$ cat src/rtl/pipelined_adder.sv
// rtl/pipelined_adder.sv - WIDTH-bit adder split into STAGES carry-chained chunks with valid/ready flow control
// Optional overflow port: define PIPELINED_ADDER_OVERFLOW_EN.
module pipelined_adder #(
    parameter int WIDTH  = 8,
    parameter int STAGES = 2
) (
    input  logic             clk,
    input  logic             rst_n,
    input  logic             in_valid,
    output logic             in_ready,
    input  logic [WIDTH-1:0] a,
    input  logic [WIDTH-1:0] b,
    input  logic             cin,
    output logic             out_valid,
    input  logic             out_ready,
    output logic [WIDTH-1:0] sum,
    output logic             carry_out
`ifdef PIPELINED_ADDER_OVERFLOW_EN
    ,
    output logic             overflow
`endif
);

    localparam int CW = WIDTH / STAGES;

    if (WIDTH < 1 || STAGES < 1 || STAGES > WIDTH || (WIDTH % STAGES) != 0) begin : g_bad_params
        $error("pipelined_adder: need 1 <= STAGES <= WIDTH and WIDTH divisible by STAGES");
    end

    logic             r_v [STAGES];
    logic             r_c [STAGES];
    logic [WIDTH-1:0] r_a [STAGES];
    logic [WIDTH-1:0] r_b [STAGES];
    logic [WIDTH-1:0] r_s [STAGES];

    // Index k of the *_src arrays is what feeds stage k; index STAGES is the output.
    logic             w_v_src [STAGES+1];
    logic             w_c_src [STAGES+1];
    logic [WIDTH-1:0] w_a_src [STAGES+1];
    logic [WIDTH-1:0] w_b_src [STAGES+1];
    logic [WIDTH-1:0] w_s_src [STAGES+1];
    logic [WIDTH-1:0] w_s_nxt [STAGES];
    logic             w_c_nxt [STAGES];
    logic [CW:0]      w_chunk;
    logic             w_en;
    logic             w_unused;

    always_comb begin
        w_v_src[0] = in_valid;
        w_c_src[0] = cin;
        w_a_src[0] = a;
        w_b_src[0] = b;
        w_s_src[0] = '0;
        for (int k = 0; k < STAGES; k++) begin
            w_v_src[k+1] = r_v[k];
            w_c_src[k+1] = r_c[k];
            w_a_src[k+1] = r_a[k];
            w_b_src[k+1] = r_b[k];
            w_s_src[k+1] = r_s[k];
        end
        w_chunk = '0;
        for (int k = 0; k < STAGES; k++) begin
            w_chunk = {1'b0, w_a_src[k][k*CW +: CW]}
                    + {1'b0, w_b_src[k][k*CW +: CW]}
                    + (CW+1)'(w_c_src[k]);
            w_s_nxt[k] = w_s_src[k];
            w_s_nxt[k][k*CW +: CW] = w_chunk[CW-1:0];
            w_c_nxt[k] = w_chunk[CW];
        end
        // Operand bits already consumed by earlier chunks are intentionally dropped.
        w_unused = 1'b0;
        for (int k = 0; k <= STAGES; k++) begin
            w_unused = w_unused ^ (^w_a_src[k]) ^ (^w_b_src[k]);
        end
    end

    assign w_en      = !w_v_src[STAGES] || out_ready;
    assign in_ready  = w_en;
    assign out_valid = w_v_src[STAGES];
    assign sum       = w_s_src[STAGES];
    assign carry_out = w_c_src[STAGES];

`ifdef PIPELINED_ADDER_OVERFLOW_EN
    assign overflow = (w_a_src[STAGES][WIDTH-1] == w_b_src[STAGES][WIDTH-1])
                   && (w_s_src[STAGES][WIDTH-1] != w_a_src[STAGES][WIDTH-1]);
`endif

    // Data registers are cleared too so outputs read zero while in reset.
    always_ff @(posedge clk or negedge rst_n) begin
        if (!rst_n) begin
            for (int k = 0; k < STAGES; k++) begin
                r_v[k] <= 1'b0;
                r_c[k] <= 1'b0;
                r_a[k] <= '0;
                r_b[k] <= '0;
                r_s[k] <= '0;
            end
        end else if (w_en) begin
            for (int k = 0; k < STAGES; k++) begin
                r_v[k] <= w_v_src[k];
                r_c[k] <= w_c_nxt[k];
                r_a[k] <= w_a_src[k];
                r_b[k] <= w_b_src[k];
                r_s[k] <= w_s_nxt[k];
            end
        end
    end

endmodule

$ cat config.mk
export PLATFORM = sky130hd
export DESIGN_NAME = pipelined_adder
export DESIGN_NICKNAME = d
export VERILOG_FILES = /design/src/rtl/pipelined_adder.sv
export SDC_FILE = /design/constraint.sdc
export NUM_CORES = 1
export LEC_CHECK = 0
export CAP_MARGIN = 10
export CORE_MARGIN = 5
export CORE_UTILIZATION = 48
export CTS_BUF_LIST = sky130_fd_sc_hd__clkbuf_8 sky130_fd_sc_hd__clkbuf_16
export DETAILED_ROUTE_END_ITERATION = 10
export GPL_TIMING_DRIVEN = 0
export PLACE_DENSITY = 0.79
export SLEW_MARGIN = 20
export SYNTH_ARGS = -nofsm -noshare
export SYNTH_HDL_FRONTEND = slang
export SYNTH_SLANG_ARGS = --single-unit
$ cat constraint.sdc
create_clock -name clk -period 1.7 [get_ports clk]
set_input_delay 0.51 -clock clk [delete_from_list [all_inputs] [get_ports clk]]
set_output_delay 0.51 -clock clk [all_outputs]
set_load 0.005 [all_outputs]
==> results of run 1 <==
## worst reg2reg max path, delay by kind of cell, from the launching register on
kind	cells	cell delay, ns
fa+ha+maj	2	0.86
buf+inv	1	0.08
flops	1	0.42
compound gates	1	0.13
## what timing repair did
action	in CTS	in global routing
setup endpoints to repair	13	4
buffers inserted	4	0
pin swaps	5	1
resized for setup	18	1
## metal layers
metal / part of all wire (%) / global-route usage (%) / up-vias
li1: - / - / 472
met1: 42 / 17.7 / 431
met5: 0 / 0 / -
met3: 5.7 / 2.10 / 2
met4: 1.1 / 4.64 / 0
met2: 51 / 28.4 / 23
## report_power, final
group          total, mW  internal [mW]  switching [mW]
Clock              0.385          0.206           0.179
Combinational      0.628          0.367           0.260
Sequential         0.774          0.702          0.0723
Total               1.79           1.28           0.511
## metrics by stage
stage	worst slack [ns]	total power [mW]
finish	0.0271	1.79
detailed placement	-0.691	1.46
CTS	-0.00204	1.81
global route	0.000559	1.92
global placement	-0.666	1.42
floorplan	0.103	1.15
## worst min path at each step
| stage | from | endpoint | slack, ns | cells after the start |
|---|---|---|---|---|
| after floorplan | rst_n | carry_out | 0.21 | 0 |
| after global placement | r_v[1] | out_valid | 0.44 | 1 |
| after detailed placement | r_v[1] | out_valid | 0.46 | 1 |
| after CTS | r_v[1] | out_valid | 0.48 | 1 |
| after global routing | rst_n | r_b[13] | 0.25 | 1 |
| final | rst_n | sum[7] | 0.21 | 1 |
## sequential cells by signal (all words and copies together) (netlist names)
register   count
r_b            4
r_s            4
r_v            1
carry_out      1
r_c            1
r_a            4
out_valid      1
sum            8
## cells by family (layout without fill, tap and decap cells)
logic type,Yosys count,in the layout,synth area share (%)
AOI/OAI and AO/OA,17,17,9.26
xor gates and xnor gates,3,3,2.09
adders and majority gates,10,10,12.4
buffers and inverters,20,58,10.7
DFF,24,24,47.8
and+or+nand+nor,55,55,17.8
## cell type report
type,instances,area share (%)
flip-flops and latches,24,36.0
well taps,30,2.25
multi-input cells,85,31.6
repair buffers,35,19.4
plain buffers,11,5.40
clock buffers,4,3.30
inverters,8,2.10
## cells in the final DEF, fill, tap and decap left out, types with 2 or more instances in the layout
cell                              count
sky130_fd_sc_hd__o21ai_0              4
sky130_fd_sc_hd__a21oi_1              2
sky130_fd_sc_hd__xor2_1               3
sky130_fd_sc_hd__clkbuf_8             4
sky130_fd_sc_hd__nand2_1             44
sky130_fd_sc_hd__dlygate4sd2_1       11
sky130_fd_sc_hd__a21o_1               2
sky130_fd_sc_hd__o21ai_2              2
sky130_fd_sc_hd__nor2_1               7
sky130_fd_sc_hd__ha_1                 6
sky130_fd_sc_hd__fa_2                 2
sky130_fd_sc_hd__fa_1                 2
sky130_fd_sc_hd__inv_1                6
sky130_fd_sc_hd__buf_4               13
sky130_fd_sc_hd__clkdlybuf4s50_1     17
sky130_fd_sc_hd__nor2b_1              2
sky130_fd_sc_hd__buf_6                2
sky130_fd_sc_hd__a21oi_2              5
sky130_fd_sc_hd__o21ai_1              2
sky130_fd_sc_hd__dfrtp_1             24
==> results by group, run 1 <==
Setup path
  • Start point of the critical path: out_ready
  • Data required, critical path: 1.19 ns
  • Kind of cell with the highest combined delay on the critical path: buffers and inverters
  • Critical register-to-register path endpoint: sum[5]
  • Sequence of cells on the critical path: dlygate4sd2_1 -> nor2b_4 -> inv_6 -> clkdlybuf4s15_1
  • Worst Setup End Kind: output port
  • CP Buf/Inv Count: 3
  • Register-to-register setup slack: 0.13 ns
  • Worst setup path endpoint: in_ready
  • Arrival @ worst endpoint: 1.16 ns
  • Critical path fanouts, max: 2
  • Worst-case reg-to-reg path depth: 4
  • Number of cells on the critical path: 4
  • Delay of the slowest cell on the worst path: 0.25 ns
  • Worst path slowest cell: sky130_fd_sc_hd__dlygate4sd2_1
  • Launch instance of the worst register-to-register path: r_c[1]
  • Startpoint Class: primary input
  • Setup CP Type: primary input to output port

Detailed routing
  • Average vias per placed instance: 4.71
  • Remaining antenna violation count: 0
  • DRC errors left: 0
  • Starting DRC count in detailed routing: 23
  • Total vias in the final route: 928
  • WL per Instance: 12.3 um
  • First drt pass iteration count: 3
  • Wirelength, routed: 2.43 mm

Floorplan
  • Top-level I/O count: 32
  • Floorplan Core Area: 2500 um2
  • Die area: 3740 um2
  • Row count: 18
  • Width of the chip: 61.2 um
  • Die extent in y: 61.2 um
  • Effective utilization at floorplan: 50.3%

GRT
  • Global route overflow: 0
  • Antenna violations before repair: 0
  • Largest net degree at the start of global routing: 25
  • Global-route wire length before repair: 4.22 mm
  • Overall global routing resource usage: 15.1%
  • Vias in the first global route: 1024

Clocking
  • CTS tree: yes
  • Clk sinks: 24
  • Clk_lat worst skew: 0.26 ns
  • Number of buffers created by CTS: 3
  • Clock-pin slew on the worst setup and hold paths: 0.09 ns
  • Maximum buffer depth of the clock tree: 2
  • Post-CTS Hold Buffers: 0
  • Root buffer cell: sky130_fd_sc_hd__clkbuf_8
  • H-tree levels: 1

Layout
  • Diode count: 0
  • Number of nets at the end of the flow: 199
  • Share of layout cells above drive strength 1: 19.2%
  • Footprint of the multi-input gates: 527 um2
  • Non-filler instance count after layout: 197
  • Signed area change from the synthesized netlist to the final layout: 32.9%
  • Area occupied by registers: 601 um2
  • Design Area, Final: 1670 um2
  • Finished Core Util: 66.8%
  • Layout filler cell count: 215

Yosys
  • Area fraction of the dominant cell type after synthesis: 47.8%
  • Cell area after technology mapping: 1260 um2
  • Register area share after synthesis: 47.8%
  • Async set-reset flop share out of synthesis: 100%
  • Most used flip-flop cell after synthesis: sky130_fd_sc_hd__dfrtp_1
  • Number of instances in the synthesized netlist: 129
  • Number of enable-type register cells in the synthesized netlist: 0
  • Synth unique cells: 19
  • Total nets after synthesis: 160
  • Synth area leader: sky130_fd_sc_hd__dfrtp_1
  • Flip-flop and latch count after synthesis: 24
  • Top-count cell post-synth: sky130_fd_sc_hd__nand2_1
  • Area contributors post-synth: sky130_fd_sc_hd__dfrtp_1 (48%), sky130_fd_sc_hd__nand2_1 (13%), sky130_fd_sc_hd__fa_1 (6.4%), sky130_fd_sc_hd__ha_1 (6.0%), sky130_fd_sc_hd__buf_4 (5.4%)
  • Yosys Warn Count: 0
  • Avg Cell Area, Syn: 9.74 um2
  • Most frequent cells after synthesis: sky130_fd_sc_hd__nand2_1 (44), sky130_fd_sc_hd__dfrtp_1 (24), sky130_fd_sc_hd__buf_4 (9), sky130_fd_sc_hd__inv_1 (7), sky130_fd_sc_hd__nor2_1 (7)

Timing
  • Final Critical Period: 1.67 ns
  • Worst max-slew margin expressed relative to the limit: 64.7%
  • Clk_skew: 0.00752 ns
  • Hold Violations, Final: 0
  • Count of pins over their slew limit: 0
  • Top achievable clock speed: 0.598 GHz
  • Setup repair after global routing missed its margin: false
  • Setup TNS after final layout: 0 ns
  • Hold slack: 0.212 ns
  • Transition time at the pin with the least slew margin: 0.529 ns
  • Final Cycle Share: 98.4%
  • Final setup violation count: 0

Pwr
  • Peak supply drop: 0.791 mV
  • Leakage component of the power: 0.855 nW
  • PD cells: 1070 nW/um2

Place
  • Post-Place Cell Area: 1600 um2
  • Sum of net half-perimeters after detailed placement: 1.94 mm
  • Total instance count after detailed placement: 190
  • Number of I/O port buffers: 31
  • Gpl congestion: 0.786

Outcome
  • Result of the run: completed

Hold path
  • Path class of the lowest-slack min-delay path: primary input to asynchronous set/reset pin

Job
  • # Max-Cap Violations: 0
Power figures use the tool's default switching activity.
==> inputs of run 2 (changes only) <==
--- a/config.mk
+++ b/config.mk
@@ -11,7 +11,8 @@
 export CTS_BUF_LIST = sky130_fd_sc_hd__clkbuf_8 sky130_fd_sc_hd__clkbuf_16
 export DETAILED_ROUTE_END_ITERATION = 10
 export GPL_TIMING_DRIVEN = 0
-export PLACE_DENSITY = 0.79
+export PLACE_DENSITY = 0.91
+export RECOVER_POWER = 25
 export SLEW_MARGIN = 20
 export SYNTH_ARGS = -nofsm -noshare
 export SYNTH_HDL_FRONTEND = slang
==> run 2 against run 1 <==
Effect of this change:
- first-iteration DRC count is 57% lower
- total power shrank 0.92%
- via count decreased by 0.43%
- die area did not move
- clock power fell by 2%
- clock-buffer cell count stayed put
- register-to-register slack about the same
- critical path type is now flip-flop to output port
- critical endpoint is now carry_out
==> results by group, run 2 (synthesis gave the netlist of run 1 again) <==
Pwr
  • Combinational power share: 34.8%
  • Switching fraction of total power: 28.5%
  • Leakage component of the power: 0.845 nW
  • Clock network power share: 21.4%
  • PD cells: 1070 nW/um2
  • Reg power frac: 43.8%
  • Peak supply drop: 0.723 mV
  • Switching power total: 504 uW
  • Int Power: 1.27 mW

Timing
  • Worst setup slack after layout: 0.0702 ns
  • Setup repair after global routing missed its margin: false
  • Final setup violation count: 0
  • Final Cycle Share: 95.9%
  • Final Critical Period: 1.63 ns
  • Hold slack: 0.478 ns
  • Count of pins over their slew limit: 0
  • Top achievable clock speed: 0.614 GHz
  • Transition time at the pin with the least slew margin: 1.26 ns
  • Hold Violations, Final: 0
  • Clk_skew: 0.00101 ns
  • Worst max-slew margin expressed relative to the limit: 15.8%

Clocking
  • Post-CTS Hold Buffers: 0
  • Maximum buffer depth of the clock tree: 2
  • Clk_lat worst skew: 0.26 ns
  • Clock-pin slew on the worst setup and hold paths: 0.08 ns
  • Clk sinks: 24
  • Number of buffers created by CTS: 3
  • H-tree levels: 1
  • Root buffer cell: sky130_fd_sc_hd__clkbuf_8
  • CTS tree: yes

Place
  • Number of I/O port buffers: 31
  • Post-Place Cell Area: 1600 um2
  • Sum of net half-perimeters after detailed placement: 1.88 mm
  • Gpl congestion: 0.806
  • Pre-CTS WS: -0.674 ns

Layout
  • Number of flip-flops under the largest register name: 8
  • Signed area change from the synthesized netlist to the final layout: 32.1%
  • Area occupied by registers: 601 um2
  • Number of nets at the end of the flow: 199
  • Layout filler cell count: 203
  • Commonest non-fill, non-tap cells in the layout: sky130_fd_sc_hd__nand2_1 (44), sky130_fd_sc_hd__dfrtp_1 (24), sky130_fd_sc_hd__clkdlybuf4s50_1 (17)
  • Share of layout cells above drive strength 1: 18.6%
  • Design Area, Final: 1660 um2
  • Most common library cell in the layout ignoring fill and taps: sky130_fd_sc_hd__nand2_1
  • Footprint of the multi-input gates: 527 um2
  • Diode count: 0

Setup path
  • Arrival @ worst endpoint: 1.12 ns
  • Delay of the slowest cell on the worst path: 0.50 ns
  • Worst Setup End Kind: output port
  • Startpoint Class: flip-flop
  • Kind of cell with the highest combined delay on the critical path: buffers and inverters
  • Data required, critical path: 1.19 ns
  • Setup CP Type: flip-flop to output port
  • CP Buf/Inv Count: 1
  • Worst path slowest cell: sky130_fd_sc_hd__clkdlybuf4s50_1
  • Sequence of cells on the critical path: clkdlybuf4s50_1
  • Critical path fanouts, max: 2

Floorplan
  • Top-level I/O count: 32
  • Width of the chip: 61.2 um
  • Row count: 18
  • Effective utilization at floorplan: 50.3%
  • Die extent in y: 61.2 um
  • Die area: 3740 um2
  • Floorplan Core Area: 2500 um2

Detailed routing
  • WL per Instance: 12.5 um
  • Average vias per placed instance: 4.69
  • Starting DRC count in detailed routing: 10
  • First drt pass iteration count: 4
  • Remaining antenna violation count: 0
  • Wirelength, routed: 2.45 mm
  • Total vias in the final route: 924
  • DRC errors left: 0

Hold path
  • Path class of the lowest-slack min-delay path: flip-flop to flip-flop

GRT
  • Vias in the first global route: 1012
  • Antenna violations before repair: 0
  • Global route overflow: 0
  • Global-route wire length before repair: 4.34 mm
  • Largest net degree at the start of global routing: 25
  • Overall global routing resource usage: 16.5%

Outcome
  • Result of the run: completed

Job
  • # Max-Cap Violations: 0
==> run 2: stage by stage <==
stage               utilization (%)  cells  TNS [ns]  power [mW]
floorplan                         -    129         0        1.15
global placement               64.2    190     -3.20        1.42
detailed placement             64.2    190     -5.19        1.45
CTS                            66.5    196         0        1.79
global route                   66.4    197         0        1.90
finish                         66.4    197         0        1.77
==> run 2: layout make-up <==
cell class,count,area share (%)
multi-input combinational,85,31.7
inverter,8,2.11
tap,30,2.26
sequential,24,36.2
clock buffer,4,3.32
timing repair buffer,35,18.9
buffer,11,5.43
==> run 2: layer usage <==
layer	vias up	share of wire, %	global-route usage (%)	wire length (um)
met4	0	2.2	7.43	55
met2	26	50	28.4	1220
met3	4	5.9	4.40	145
met5	-	0	0	0
met1	427	42	19.1	1040
li1	467	-	-	-
==> run 2: power groups by stage <==
stage,clock network [mW],logic (mW),registers (mW)
6_report,0.379,0.616,0.775
5_1_grt,0.413,0.693,0.796
4_1_cts,0.387,0.628,0.777
3_5_place_dp,0,0.660,0.788
3_3_place_gp,0,0.640,0.779
2_1_floorplan,0,0.379,0.770
==> run 2: worst paths after layout <==
check | start | endpoint | slack [ns] | cells past startpoint
max | carry_out | carry_out | 0.07 | 1
min | r_v[1] | out_valid | 0.48 | 1
max reg2reg | r_c[1] | carry_out | 0.14 | 6
min reg2reg | r_v[1] | out_valid | 0.48 | 1
max in group asynchronous | rst_n | sum[3] | 0.46 | 1
min in group asynchronous | rst_n | r_a[13] | 0.49 | 1
==> run 2: repair_timing <==
item,4_1_cts,5_1_grt
endpoints found under the setup margin,13,1
resized for setup,18,1
pin swaps,5,0
buffers inserted,3,1
==> inputs of run 3 (changes only) <==
--- a/config.mk
+++ b/config.mk
@@ -10,10 +10,8 @@
 export CORE_UTILIZATION = 48
 export CTS_BUF_LIST = sky130_fd_sc_hd__clkbuf_8 sky130_fd_sc_hd__clkbuf_16
 export DETAILED_ROUTE_END_ITERATION = 10
-export GPL_TIMING_DRIVEN = 0
 export PLACE_DENSITY = 0.91
 export RECOVER_POWER = 25
-export SLEW_MARGIN = 20
 export SYNTH_ARGS = -nofsm -noshare
 export SYNTH_HDL_FRONTEND = slang
 export SYNTH_SLANG_ARGS = --single-unit
==> run 3 against run 2 <==
Effect of this change:
- clock skew is 0.0011 ns higher
- sequential power hardly changed
- clock power grew 30%
- core utilization fell by 2.0 points
- setup slack worse by 0.035 ns
- combinational power fell by 11%
==> results by group, run 3 (synthesis gave the netlist of run 1 again) <==
Timing
  • Count of pins over their slew limit: 0
  • Final setup violation count: 0
  • Setup repair after global routing missed its margin: false
  • Hold Violations, Final: 0
  • Worst max-slew margin expressed relative to the limit: 62.0%
  • Hold slack: 0.475 ns
  • Final Cycle Share: 97.9%
  • Transition time at the pin with the least slew margin: 0.570 ns
  • Top achievable clock speed: 0.601 GHz
  • Final Critical Period: 1.67 ns
  • Clk_skew: 0.00207 ns

Floorplan
  • Effective utilization at floorplan: 50.3%
  • Die extent in y: 61.2 um
  • Floorplan Core Area: 2500 um2
  • Width of the chip: 61.2 um
  • Row count: 18
  • Die area: 3740 um2
  • Top-level I/O count: 32

Clocking
  • Clk_lat worst skew: 0.26 ns
  • Clock-pin slew on the worst setup and hold paths: 0.08 ns
  • Number of buffers created by CTS: 3
  • Maximum buffer depth of the clock tree: 2
  • CTS tree: yes
  • Root buffer cell: sky130_fd_sc_hd__clkbuf_8
  • H-tree levels: 1
  • Clk sinks: 24

Outcome
  • Result of the run: completed

Layout
  • Number of nets at the end of the flow: 189
  • Number of flip-flops under the largest register name: 8
  • Diode count: 0
  • Commonest non-fill, non-tap cells in the layout: sky130_fd_sc_hd__nand2_1 (44), sky130_fd_sc_hd__clkdlybuf4s50_1 (25), sky130_fd_sc_hd__dfrtp_1 (24)
  • Share of layout cells above drive strength 1: 12.7%
  • Design Area, Final: 1610 um2
  • Signed area change from the synthesized netlist to the final layout: 28.1%
  • Most common library cell in the layout ignoring fill and taps: sky130_fd_sc_hd__nand2_1

Hold path
  • Path class of the lowest-slack min-delay path: flip-flop to flip-flop

Setup path
  • Data required, critical path: 1.19 ns
  • Worst path slowest cell: sky130_fd_sc_hd__dlygate4sd2_1
  • Worst Setup End Kind: output port
  • Delay of the slowest cell on the worst path: 0.26 ns
  • Setup CP Type: primary input to output port
  • Arrival @ worst endpoint: 1.16 ns
  • Critical path fanouts, max: 2
  • CP Buf/Inv Count: 3
  • Sequence of cells on the critical path: dlygate4sd2_1 -> nor2b_4 -> inv_4 -> clkdlybuf4s15_1
  • Startpoint Class: primary input
  • Kind of cell with the highest combined delay on the critical path: buffers and inverters

GRT
  • Global-route wire length before repair: 4.02 mm
  • Overall global routing resource usage: 15.0%
  • Vias in the first global route: 937
  • Largest net degree at the start of global routing: 28
  • Antenna violations before repair: 0
  • Global route overflow: 0

Detailed routing
  • DRC errors left: 0
  • First drt pass iteration count: 4
  • Wirelength, routed: 2.39 mm
  • WL per Instance: 12.8 um
  • Remaining antenna violation count: 0
  • Average vias per placed instance: 4.87
  • Starting DRC count in detailed routing: 14
  • Total vias in the final route: 911

Place
  • Number of I/O port buffers: 31
  • Gpl congestion: 0.781
  • Post-Place Cell Area: 1530 um2
  • Sum of net half-perimeters after detailed placement: 1.77 mm

Pwr
  • PD cells: 1130 nW/um2
  • Sum of internal, switching and leakage power: 1.82 mW
  • Leakage component of the power: 0.790 nW
  • Peak supply drop: 0.694 mV

Job
  • # Max-Cap Violations: 0
[run 3: changes by cell type in the layout (fill, tap and decap cells not counted), sizes merged]
| cell | before | now |
|---|---|---|
| dlygate4sd2 | 12 | 4 |
| clkdlybuf4s50 | 17 | 25 |
| dlygate4sd3 | 0 | 1 |
| bufinv | 0 | 1 |
| clkdlybuf4s15 | 0 | 1 |
| buf | 15 | 4 |
| clkbuf | 6 | 4 |
[run 3: worst reg2reg max path: cells and delay by family (launching register included)]
family          cells  cell delay [ns]
fa+ha+maj           2             0.88
compound gates      1             0.14
buf+inv             1             0.09
flops               1             0.41
[run 3: final timing paths]
path,cells after the start,startpoint,slack (ns),to
worst max-delay path,4,out_ready,0.03,in_ready
max in group asynchronous,2,rst_n,0.55,sum[1]
worst max register to register,4,r_c[1],0.11,sum[5]
worst min register to register,1,r_v[1],0.48,out_valid
min in group asynchronous,2,rst_n,0.78,r_b[13]
worst min-delay path,1,r_v[1],0.48,out_valid
[run 3: what timing repair did]
action / CTS / global route
hold buffers: 0 / 0
setup buffers: 1 / 0
hold endpoints to repair: 0 / 0
setup endpoints to repair: 5 / 1
pin swaps: 3 / 3
resized for setup: 9 / 0
[run 3: cell type report]
cell class                 count  area (um2)
multi-input combinational     85         527
sequential                    24         601
clock inverter                 1        30.0
fill                         198         891
tap                           30        37.5
timing repair buffer          36         340
inverter                       8        32.5
clock buffer                   3        41.3
[run 3: per-stage QoR]
| stage | utilization, % | setup WS [ns] | setup TNS [ns] | instances |
|---|---|---|---|---|
| 6_report | 64.4 | 0.0349 | 0 | 187 |
| 3_3_place_gp | 61.3 | -0.431 | -1.94 | 182 |
| 2_1_floorplan | - | 0.103 | 0 | 129 |
| 3_5_place_dp | 61.3 | -0.430 | -2.11 | 182 |
| 5_1_grt | 64.4 | 0.00329 | 0 | 187 |
| 4_1_cts | 64.5 | 0.0293 | 0 | 187 |
[run 3: power breakdown]
group | switching [mW] | internal (mW)
combinational | 0.237 | 0.312
clock | 0.179 | 0.315
sequential | 0.0742 | 0.702
[run 3: layer usage]
metal | vias up | track usage, % | part of all wire (%)
li1 | 448 | - | -
met1 | 430 | 16.8 | 41
met2 | 28 | 26.4 | 51
met3 | 5 | 2.94 | 5.3
met4 | 0 | 8.36 | 2.4
met5 | - | 0 | 0
